**config.mk**
```make
export PLATFORM = sky130hd
export DESIGN_NAME = coin_acceptor
export DESIGN_NICKNAME = d
export VERILOG_FILES = /design/src/rtl/coin_acceptor_pkg.sv /design/src/rtl/sensor_debounce.sv /design/src/rtl/coin_acceptor.sv
export SDC_FILE = /design/constraint.sdc
export NUM_CORES = 1
export LEC_CHECK = 0
export BUFFER_PORTS_ARGS = -buffer_cell sky130_fd_sc_hd__buf_2
export CORE_UTILIZATION = 45
export CTS_CLUSTER_SIZE = 14
export DETAILED_ROUTE_END_ITERATION = 8
export HOLD_SLACK_MARGIN = 0.05
export SYNTH_ARGS = -nofsm -noshare
export SYNTH_HDL_FRONTEND = slang
export SYNTH_SLANG_ARGS = --single-unit
export TNS_END_PERCENT = 30
```
**constraint.sdc**
```tcl
create_clock -name clk -period 1.4 [get_ports clk]
set_input_delay 0.21 -clock clk [delete_from_list [all_inputs] [get_ports clk]]
set_output_delay 0.21 -clock clk [all_outputs]
set_load 0.05 [all_outputs]
```
**src/rtl/coin_acceptor_pkg.sv**
```systemverilog
// Shared coin codes and emitter state encodings for the coin path and the vending FSM.
// Also holds the width-to-coin classification rule.
package coin_acceptor_pkg;

    typedef enum logic [1:0] {
        COIN_NONE  = 2'b00,
        COIN_SMALL = 2'b01,
        COIN_LARGE = 2'b10
    } coin_code_t;

    typedef enum logic [1:0] {
        EMIT_IDLE = 2'b00,
        EMIT_SEND = 2'b01,
        EMIT_GAP  = 2'b10
    } emit_state_t;

    // COIN_NONE means the width falls outside both coin ranges and must be rejected.
    function automatic coin_code_t classify_width(input int width,
                                                  input int small_min,
                                                  input int small_max,
                                                  input int large_min,
                                                  input int large_max);
        if (width >= small_min && width <= small_max) begin
            return COIN_SMALL;
        end
        if (width >= large_min && width <= large_max) begin
            return COIN_LARGE;
        end
        return COIN_NONE;
    endfunction

endpackage

```
**src/rtl/sensor_debounce.sv**
```systemverilog
// Two-flop synchronizer followed by a consecutive-sample debouncer for the coin slot sensor.
// The debounced level moves only after DEB_CYCLES agreeing samples in a row.
module sensor_debounce #(
    parameter int DEB_CYCLES = 4
) (
    input  logic clk,
    input  logic rstn,
    input  logic sensor_i,
    output logic deb_o
);

    localparam int CNT_W = $clog2(DEB_CYCLES + 1);
    localparam logic [CNT_W-1:0] DEB_LAST = CNT_W'(DEB_CYCLES - 1);

    logic             sync1_q;
    logic             sync2_q;
    logic             deb_q;
    logic             deb_d;
    logic [CNT_W-1:0] cnt_q;
    logic [CNT_W-1:0] cnt_d;

    // A sample that matches the current level restarts the run of mismatches.
    always_comb begin
        deb_d = deb_q;
        cnt_d = '0;
        if (sync2_q != deb_q) begin
            if (cnt_q == DEB_LAST) begin
                deb_d = ~deb_q;
            end else begin
                cnt_d = cnt_q + 1'b1;
            end
        end
    end

    always_ff @(posedge clk or negedge rstn) begin
        if (!rstn) begin
            sync1_q <= 1'b0;
            sync2_q <= 1'b0;
            deb_q   <= 1'b0;
            cnt_q   <= '0;
        end else begin
            sync1_q <= sensor_i;
            sync2_q <= sync1_q;
            deb_q   <= deb_d;
            cnt_q   <= cnt_d;
        end
    end

    assign deb_o = deb_q;

endmodule

```
**src/rtl/coin_acceptor.sv**
```systemverilog
// Coin acceptor: debounced sensor, pulse-width classifier, small coin FIFO and a
// rate-limited emitter that hands one-cycle coin codes to the vending FSM.
module coin_acceptor
    import coin_acceptor_pkg::*;
#(
    parameter int DEB_CYCLES = 4,
    parameter int SMALL_MIN  = 8,
    parameter int SMALL_MAX  = 15,
    parameter int LARGE_MIN  = 16,
    parameter int LARGE_MAX  = 31,
    parameter int MIN_GAP    = 2,
    parameter int FIFO_DEPTH = 4
) (
    input  logic       clk,
    input  logic       rstn,
    input  logic       sensor,
    output logic [1:0] coin,
    output logic       reject,
    output logic       busy
);

    localparam int WIDTH_W = $clog2(LARGE_MAX + 2);
    localparam logic [WIDTH_W-1:0] WIDTH_SAT = WIDTH_W'(LARGE_MAX + 1);
    localparam int PTR_W = $clog2(FIFO_DEPTH);
    localparam int GAP_W = $clog2(MIN_GAP + 1);
    localparam logic [GAP_W-1:0] GAP_LAST = GAP_W'(MIN_GAP - 1);

    logic               deb;
    logic               deb_prev_q;
    logic               fall;
    logic [WIDTH_W-1:0] width_q;
    logic [WIDTH_W-1:0] width_d;
    coin_code_t         cls_result;
    logic               cls_valid_q;
    logic               cls_bad_q;
    coin_code_t         cls_code_q;
    logic               reject_q;
    coin_code_t         fifo_mem_q [FIFO_DEPTH];
    logic [PTR_W:0]     wr_ptr_q;
    logic [PTR_W:0]     rd_ptr_q;
    logic               empty;
    logic               full;
    logic               push;
    logic               pop;
    logic               drop;
    emit_state_t        state_q;
    logic [GAP_W-1:0]   gap_q;
    coin_code_t         coin_q;

    sensor_debounce #(
        .DEB_CYCLES (DEB_CYCLES)
    ) u_debounce (
        .clk      (clk),
        .rstn     (rstn),
        .sensor_i (sensor),
        .deb_o    (deb)
    );

    assign fall       = deb_prev_q & ~deb;
    assign cls_result = classify_width(int'(width_q), SMALL_MIN, SMALL_MAX, LARGE_MIN, LARGE_MAX);

    // On the first debounced-high cycle the count restarts at 1, so at the fall it equals the high time.
    always_comb begin
        width_d = width_q;
        if (deb) begin
            if (!deb_prev_q) begin
                width_d = WIDTH_W'(1);
            end else if (width_q != WIDTH_SAT) begin
                width_d = width_q + 1'b1;
            end
        end
    end

    assign empty = (wr_ptr_q == rd_ptr_q);
    assign full  = (wr_ptr_q[PTR_W] != rd_ptr_q[PTR_W]) &&
                   (wr_ptr_q[PTR_W-1:0] == rd_ptr_q[PTR_W-1:0]);
    assign pop   = (state_q == EMIT_IDLE) && !empty;
    assign push  = cls_valid_q && (!full || pop);
    assign drop  = cls_valid_q && full && !pop;

    always_ff @(posedge clk or negedge rstn) begin
        if (!rstn) begin
            deb_prev_q  <= 1'b0;
            width_q     <= '0;
            cls_valid_q <= 1'b0;
            cls_bad_q   <= 1'b0;
            cls_code_q  <= COIN_NONE;
            reject_q    <= 1'b0;
            wr_ptr_q    <= '0;
            rd_ptr_q    <= '0;
        end else begin
            deb_prev_q  <= deb;
            width_q     <= width_d;
            cls_valid_q <= fall && (cls_result != COIN_NONE);
            cls_bad_q   <= fall && (cls_result == COIN_NONE);
            cls_code_q  <= cls_result;
            reject_q    <= cls_bad_q | drop;
            if (push) begin
                wr_ptr_q <= wr_ptr_q + 1'b1;
            end
            if (pop) begin
                rd_ptr_q <= rd_ptr_q + 1'b1;
            end
        end
    end

    // Storage needs no reset: an entry is only read while the pointers say it is live.
    always_ff @(posedge clk) begin
        if (push) begin
            fifo_mem_q[wr_ptr_q[PTR_W-1:0]] <= cls_code_q;
        end
    end

    always_ff @(posedge clk or negedge rstn) begin
        if (!rstn) begin
            state_q <= EMIT_IDLE;
            gap_q   <= '0;
            coin_q  <= COIN_NONE;
        end else begin
            case (state_q)
                EMIT_IDLE: begin
                    if (pop) begin
                        coin_q  <= fifo_mem_q[rd_ptr_q[PTR_W-1:0]];
                        state_q <= EMIT_SEND;
                    end else begin
                        coin_q  <= COIN_NONE;
                    end
                end
                EMIT_SEND: begin
                    coin_q  <= COIN_NONE;
                    gap_q   <= '0;
                    state_q <= EMIT_GAP;
                end
                EMIT_GAP: begin
                    if (gap_q == GAP_LAST) begin
                        state_q <= EMIT_IDLE;
                    end else begin
                        gap_q <= gap_q + 1'b1;
                    end
                end
                default: begin
                    coin_q  <= COIN_NONE;
                    state_q <= EMIT_IDLE;
                end
            endcase
        end
    end

    assign coin   = coin_q;
    assign reject = reject_q;
    assign busy   = deb | !empty | (state_q != EMIT_IDLE);

endmodule

```
# After elaboration in Yosys (flattened, before gate mapping)
# Memory sizes are Yosys's and may differ from the RTL's.
# Index checks and enable logic that the tools add are counted.
# op_classes
n_mux	20
n_div	0
order_cmp	4
n_mul	0
addsub	5
bitwise	5
n_eq_ne	13
shifts	0
reduce_logical	22
# op_table
operator	count
2-to-1 mux 2 bit	8
2-to-1 mux 6 bit	2
adder 3 x 1 -> 3 bit (second input constant)	3
logical AND 1 bit	9
case mux 2 bit (2 select lines)	2
AND reduction 2 bit	4
adder 6 x 1 -> 6 bit (second input constant)	1
greater-or-equal comparator 6 x 4 -> 1 bit (second input constant)	1
greater-or-equal comparator 6 x 5 -> 1 bit (second input constant)	1
less-or-equal comparator 6 x 4 -> 1 bit (second input constant)	1
less-or-equal comparator 6 x 5 -> 1 bit (second input constant)	1
2-to-1 mux 3 bit	2
!= test 2 bit (second input constant)	3
!= test 6 bit (second input constant)	1
case mux 2 bit (3 select lines)	1
nonzero test 2 bit	3
2-to-1 mux 1 bit	5
== test 2 x 1 -> 1 bit (second input constant)	2
zero test 2 bit	2
== test 3 x 2 -> 1 bit (second input constant)	1
== test 3 bit	1
zero test 1 bit	3
bitwise OR 1 bit	3
adder 2 x 1 -> 2 bit (second input constant)	1
7 further kinds	8
# word_totals
mem_bits_rw	8
memories	1
romBits	0
regBits	30
latchBits	0
word_cells	85
in_bits	3
output_inout_bits	4
# mem_list
name	depth	width	read_ports	rd_clocked_by_memory_dff	wr	line_no	text
fifo_mem_q	4	2	1	0	1	coin_acceptor.sv:38	coin_code_t fifo_mem_q [FIFO_DEPTH];

# Depth between registers and ports, before layout
# depth
ltp_word	8
ltp_mapped	6
depth_no_buf	6

# By module
# From an unflattened synthesis, not the netlist that was laid out.
# hier_totals
hier_cells	137
hier_area_um2	1765.4
# by_module_without_submodules
mod	instances	area_per_inst_um2	cells_each
coin_acceptor	1	1549.0	124
sensor_debounce	1	216.5	13

# Worst setup path before layout
# Ideal clock, no wire load.
# synth_path
path_type	register -> output
startpoint	register rd_ptr_q[0]
endpoint	output busy
arrival_ns	1.501
path_stages_with_launch	4
slack_ns	-0.311
path_buffers	0
required_time_ns	1.190
path_cell_list	dfrtp_1 > xnor2_1 > nand3_2 > or3_1
# synth_between
elab_chain_cells	4
# synth_rtl
item	line_no	text
start, declared	coin_acceptor.sv:40	logic [PTR_W:0] rd_ptr_q;
start signal, assigned	coin_acceptor.sv:102	rd_ptr_q <= rd_ptr_q + 1'b1;
== test 3 bit	coin_acceptor.sv:74	assign empty = (wr_ptr_q == rd_ptr_q);
zero test 1 bit	coin_acceptor.sv:151	assign busy = deb | !empty | (state_q != EMIT_IDLE);
bitwise OR 1 bit (2 in series)	coin_acceptor.sv:151	
end, declared	coin_acceptor.sv:19	output logic busy
# No other way between the ends.

# Worst setup path after layout
# layout_path
startpoint	register wr_ptr_q[1]
endpoint	output busy
# layout_between
elab_chain_cells	4
# layout_rtl
item	line_no	text
start, declared	coin_acceptor.sv:39	logic [PTR_W:0] wr_ptr_q;
start signal, assigned	coin_acceptor.sv:99	wr_ptr_q <= wr_ptr_q + 1'b1;
== test 3 bit	coin_acceptor.sv:74	
zero test 1 bit	coin_acceptor.sv:151	
bitwise OR 1 bit (2 in series)	coin_acceptor.sv:151	
# No other way between the ends.

==> results.tsv <==
stage	metric	value	unit
synthesis	ys_ff_latch	38	
sta	worstMarginPinSlew	0.383	ns
route	vias	1162	
synthesis	synth_nets	150	
sta	finClkSkew	0.00614	ns
worst_setup_path	crit_chain	xnor2_2, nand3_2, or3_4, buf_6	
cells_and_area	antenna_cells	0	
die	io_pins	7	
cells_and_area	layout_commonest_cell	dfrtp_1	
die	core_area	0.00372	mm^2
synthesis	synth_compound_area_share	9.30	%
cells_and_area	drive_gt1_share	39.0	%
clock_tree	clk_pin_slew	0.07	ns
placed_design	gp_congestion	0.757	
sta	rsz0062_at_grt	true	
route	wl	3200	um
status	status	complete, but fails checks	
clock_tree	clockBufferDepth	2	
clock_tree	cts.sinks	38	
sta	finalSetupTns	-1.18	ns
pwr	p_leak	1.02	nW
worst_setup_path	cp.arrival	1.52	ns
clock_tree	cts_tree	done	
worst_hold_path	min_path_cells	0	
synthesis	syn_area_per_cell	12.9	um^2
worst_setup_path	r2r_cells	4	
die	die_area	0.00417	mm^2
worst_setup_path	critPathMaxFanout	2	
pwr	p_per_area	1940	mW/mm^2
worst_hold_path	hold_path_class	reg2reg	
cells_and_area	num-fill-cells	304	
sta	hold_viol	0	
die	fp.dieH	64.6	um
cells_and_area	final_nets	190	
die	start_util	47.4	%
sta	min_period_over_period	124	%
worst_setup_path	r2r_start	rd_ptr_q[2]	
synthesis	syn-cell-area	0.00176	mm^2
grt	antenna_found_initial	0	
sta	fmax	0.577	GHz
route	wire_per_inst	14.2	um
synthesis	syn_inst	137	
synthesis	synth.top_cells.by_area	dfrtp_1, edfxtp_1, ha_1	
cells_and_area	regArea	992	um^2
cells_and_area	instances_no_fill	225	
clock_tree	ctsHtreeMaxLevel	2	
synthesis	synthSimpleGateAreaFrac	14.5	%
worst_setup_path	reg2reg_slack	-0.10	ns
clock_tree	numCtsBuffers	5	
grt	grt_pass1_wl	5480	um
synthesis	async_flop_share	78.9	%
worst_setup_path	crit_path_end_kind	output port	
synthesis	yosysSeqAreaShare	56.3	%
route	drt_first_pass_iters	4	
worst_setup_path	reg2reg_to	fifo_mem_q[0][1]	
worst_setup_path	critPathLaunchType	register	
cells_and_area	multi_input_area	781	um^2
synthesis	synthAdderAreaFrac	7.10	%
clock_tree	clk-insertion-delay-late	0.28	ns
synthesis	ys_dominant_reg_cell	dfrtp_1	
synthesis	synth_top_family_by_area	simple AND/OR/NAND/NOR gates	
pwr	power	0.00428	W
placed_design	dp_cells	210	
route	drt_iter0_drc	28	
die	rows	22	
synthesis	muxShareOfSynthArea	5.40	%
sta	slew_headroom	74.5	%
synthesis	synth-xor-area-share	4.90	%
synthesis	yosys_warnings	0	
synthesis	synth_edf_count	8	
worst_setup_path	worst-path-buf-inv	1	
route	ant_nets	0	
sta	maxSlewViolCount	0	
worst_setup_path	slowest_stage	dfrtp_1	
cells_and_area	layout_common_cells	dfrtp_1, buf_4, nand2_1	
synthesis	yosys.cell_types.count	39	
placed_design	dp_hpwl	2280	um
synthesis	yosys.area.top_type	dfrtp_1	
pwr	irDropWorstVdd	847	uV
sta	fin_ws	-0.334	ns
die	fp.dieW	64.6	um
worst_setup_path	critPathTopFamily	simple AND/OR/NAND/NOR gates	
sta	hold_ws	0.352	ns
route	vias_per_cell	5.16	
worst_setup_path	critical_path.max_stage_delay	0.41	ns
clock_tree	root_buffer	clkbuf_8	
worst_hold_path	hold_end	u_debounce.sync2_q	
grt	grt_overflow_total	0	
sta	fin_crit	1.73	ns
worst_setup_path	critPathKind	reg2out	
placed_design	io_buffers	6	
grt	grt_usage	18.0	%
grt	grt_pass1_vias	1223	
route	drc_errors	0	
run	drv_cap	0	
sta	setup_violations	16	
cells_and_area	area_delta_synth_final	25.6	%
status	violations	negative setup slack	
grt	grt_max_degree	31	
worst_setup_path	required	1.19	ns
synthesis	synth_top_area_share	42.6	%
worst_hold_path	min_from	u_debounce.sync1_q	
-- through the flow --
stage,utilization [%],setup slack [ns],instance area (um^2)
2_1_floorplan,-,-0.0777,1780
3_3_place_gp,54.2,-0.0731,2010
3_5_place_dp,54.2,-0.110,2010
4_1_cts,59.1,-0.322,2190
5_1_grt,59.5,-0.400,2210
6_report,59.5,-0.334,2210
-- cell families (layout without fill, tap and decap cells) --
family                   after synthesis  in the layout
AO/OA/AOI/OAI                         19             19
adder cells (fa/ha/maj)               10             10
AND/OR/NAND/NOR                       45             45
multiplexers                           6              6
flip-flops                            38             38
buffers and inverters                 10             50
XOR/XNOR                               9              9
-- what timing repair did --
action / in CTS / in global routing
hold endpoints to repair: 31 / 0
hold buffers: 2 / 0
setup buffers: 6 / 4
endpoints found under the setup margin: 16 / 22
pin swaps: 7 / 6
gates resized for setup: 12 / 8
-- cells in the mapped netlist (all sizes together), types with 2 or more instances --
| library cell | n |
|---|---|
| mux2i | 2 |
| nor3 | 3 |
| dfrtp | 30 |
| and2b | 2 |
| nor2b | 2 |
| inv | 8 |
| ha | 10 |
| xor2 | 2 |
| a21o | 2 |
| nor2 | 5 |
| edfxtp | 8 |
| and2 | 4 |
| nand2 | 14 |
| mux4 | 2 |
| mux2 | 2 |
| a32o | 2 |
| a22o | 4 |
| nand3 | 5 |
| xnor2 | 7 |
| nor3b | 5 |
| o21ai | 5 |
-- power by group --
part	switching, W	internal (W)	leakage (nW)
Clock	0.000356	0.000391	0.0443
Sequential	0.000219	0.00139	0.462
Combinational	0.000931	0.000999	0.510
-- flip-flops by register name, indices dropped and copies added, names as in the netlist, 2 cells and up --
register / flops
cls_code_q: 2
coin: 2
fifo_mem_q: 8
u_debounce.cnt_q: 3
wr_ptr_q: 3
width_q: 6
state_q: 2
rd_ptr_q: 3
gap_q: 2
-- routing by layer --
metal | part of all wire (%) | wire length (um) | track usage [%]
met1 | 41 | 1320 | 19.5
met2 | 54 | 1730 | 32.6
met3 | 2.8 | 91 | 5.28
met4 | 1.7 | 54 | 7.22
met5 | 0 | 0 | 0
-- layout make-up --
cell class / count / share of cell area [%]
tap: 48 / 2.71
inverter: 8 / 1.36
multi-input combinational: 89 / 35.3
sequential: 38 / 44.9
clock buffer: 7 / 3.90
timing repair buffer: 35 / 11.9
-- worst max-delay path by stage --
stage / start / end / cells after the start
final: wr_ptr_q[1] / busy / 4
after global routing: wr_ptr_q[1] / busy / 4
after CTS: rd_ptr_q[2] / busy / 4
after detailed placement: wr_ptr_q[2] / busy / 4
after global placement: wr_ptr_q[2] / busy / 4
after floorplan: rd_ptr_q[0] / busy / 3
(Power assumes the default switching activity.)
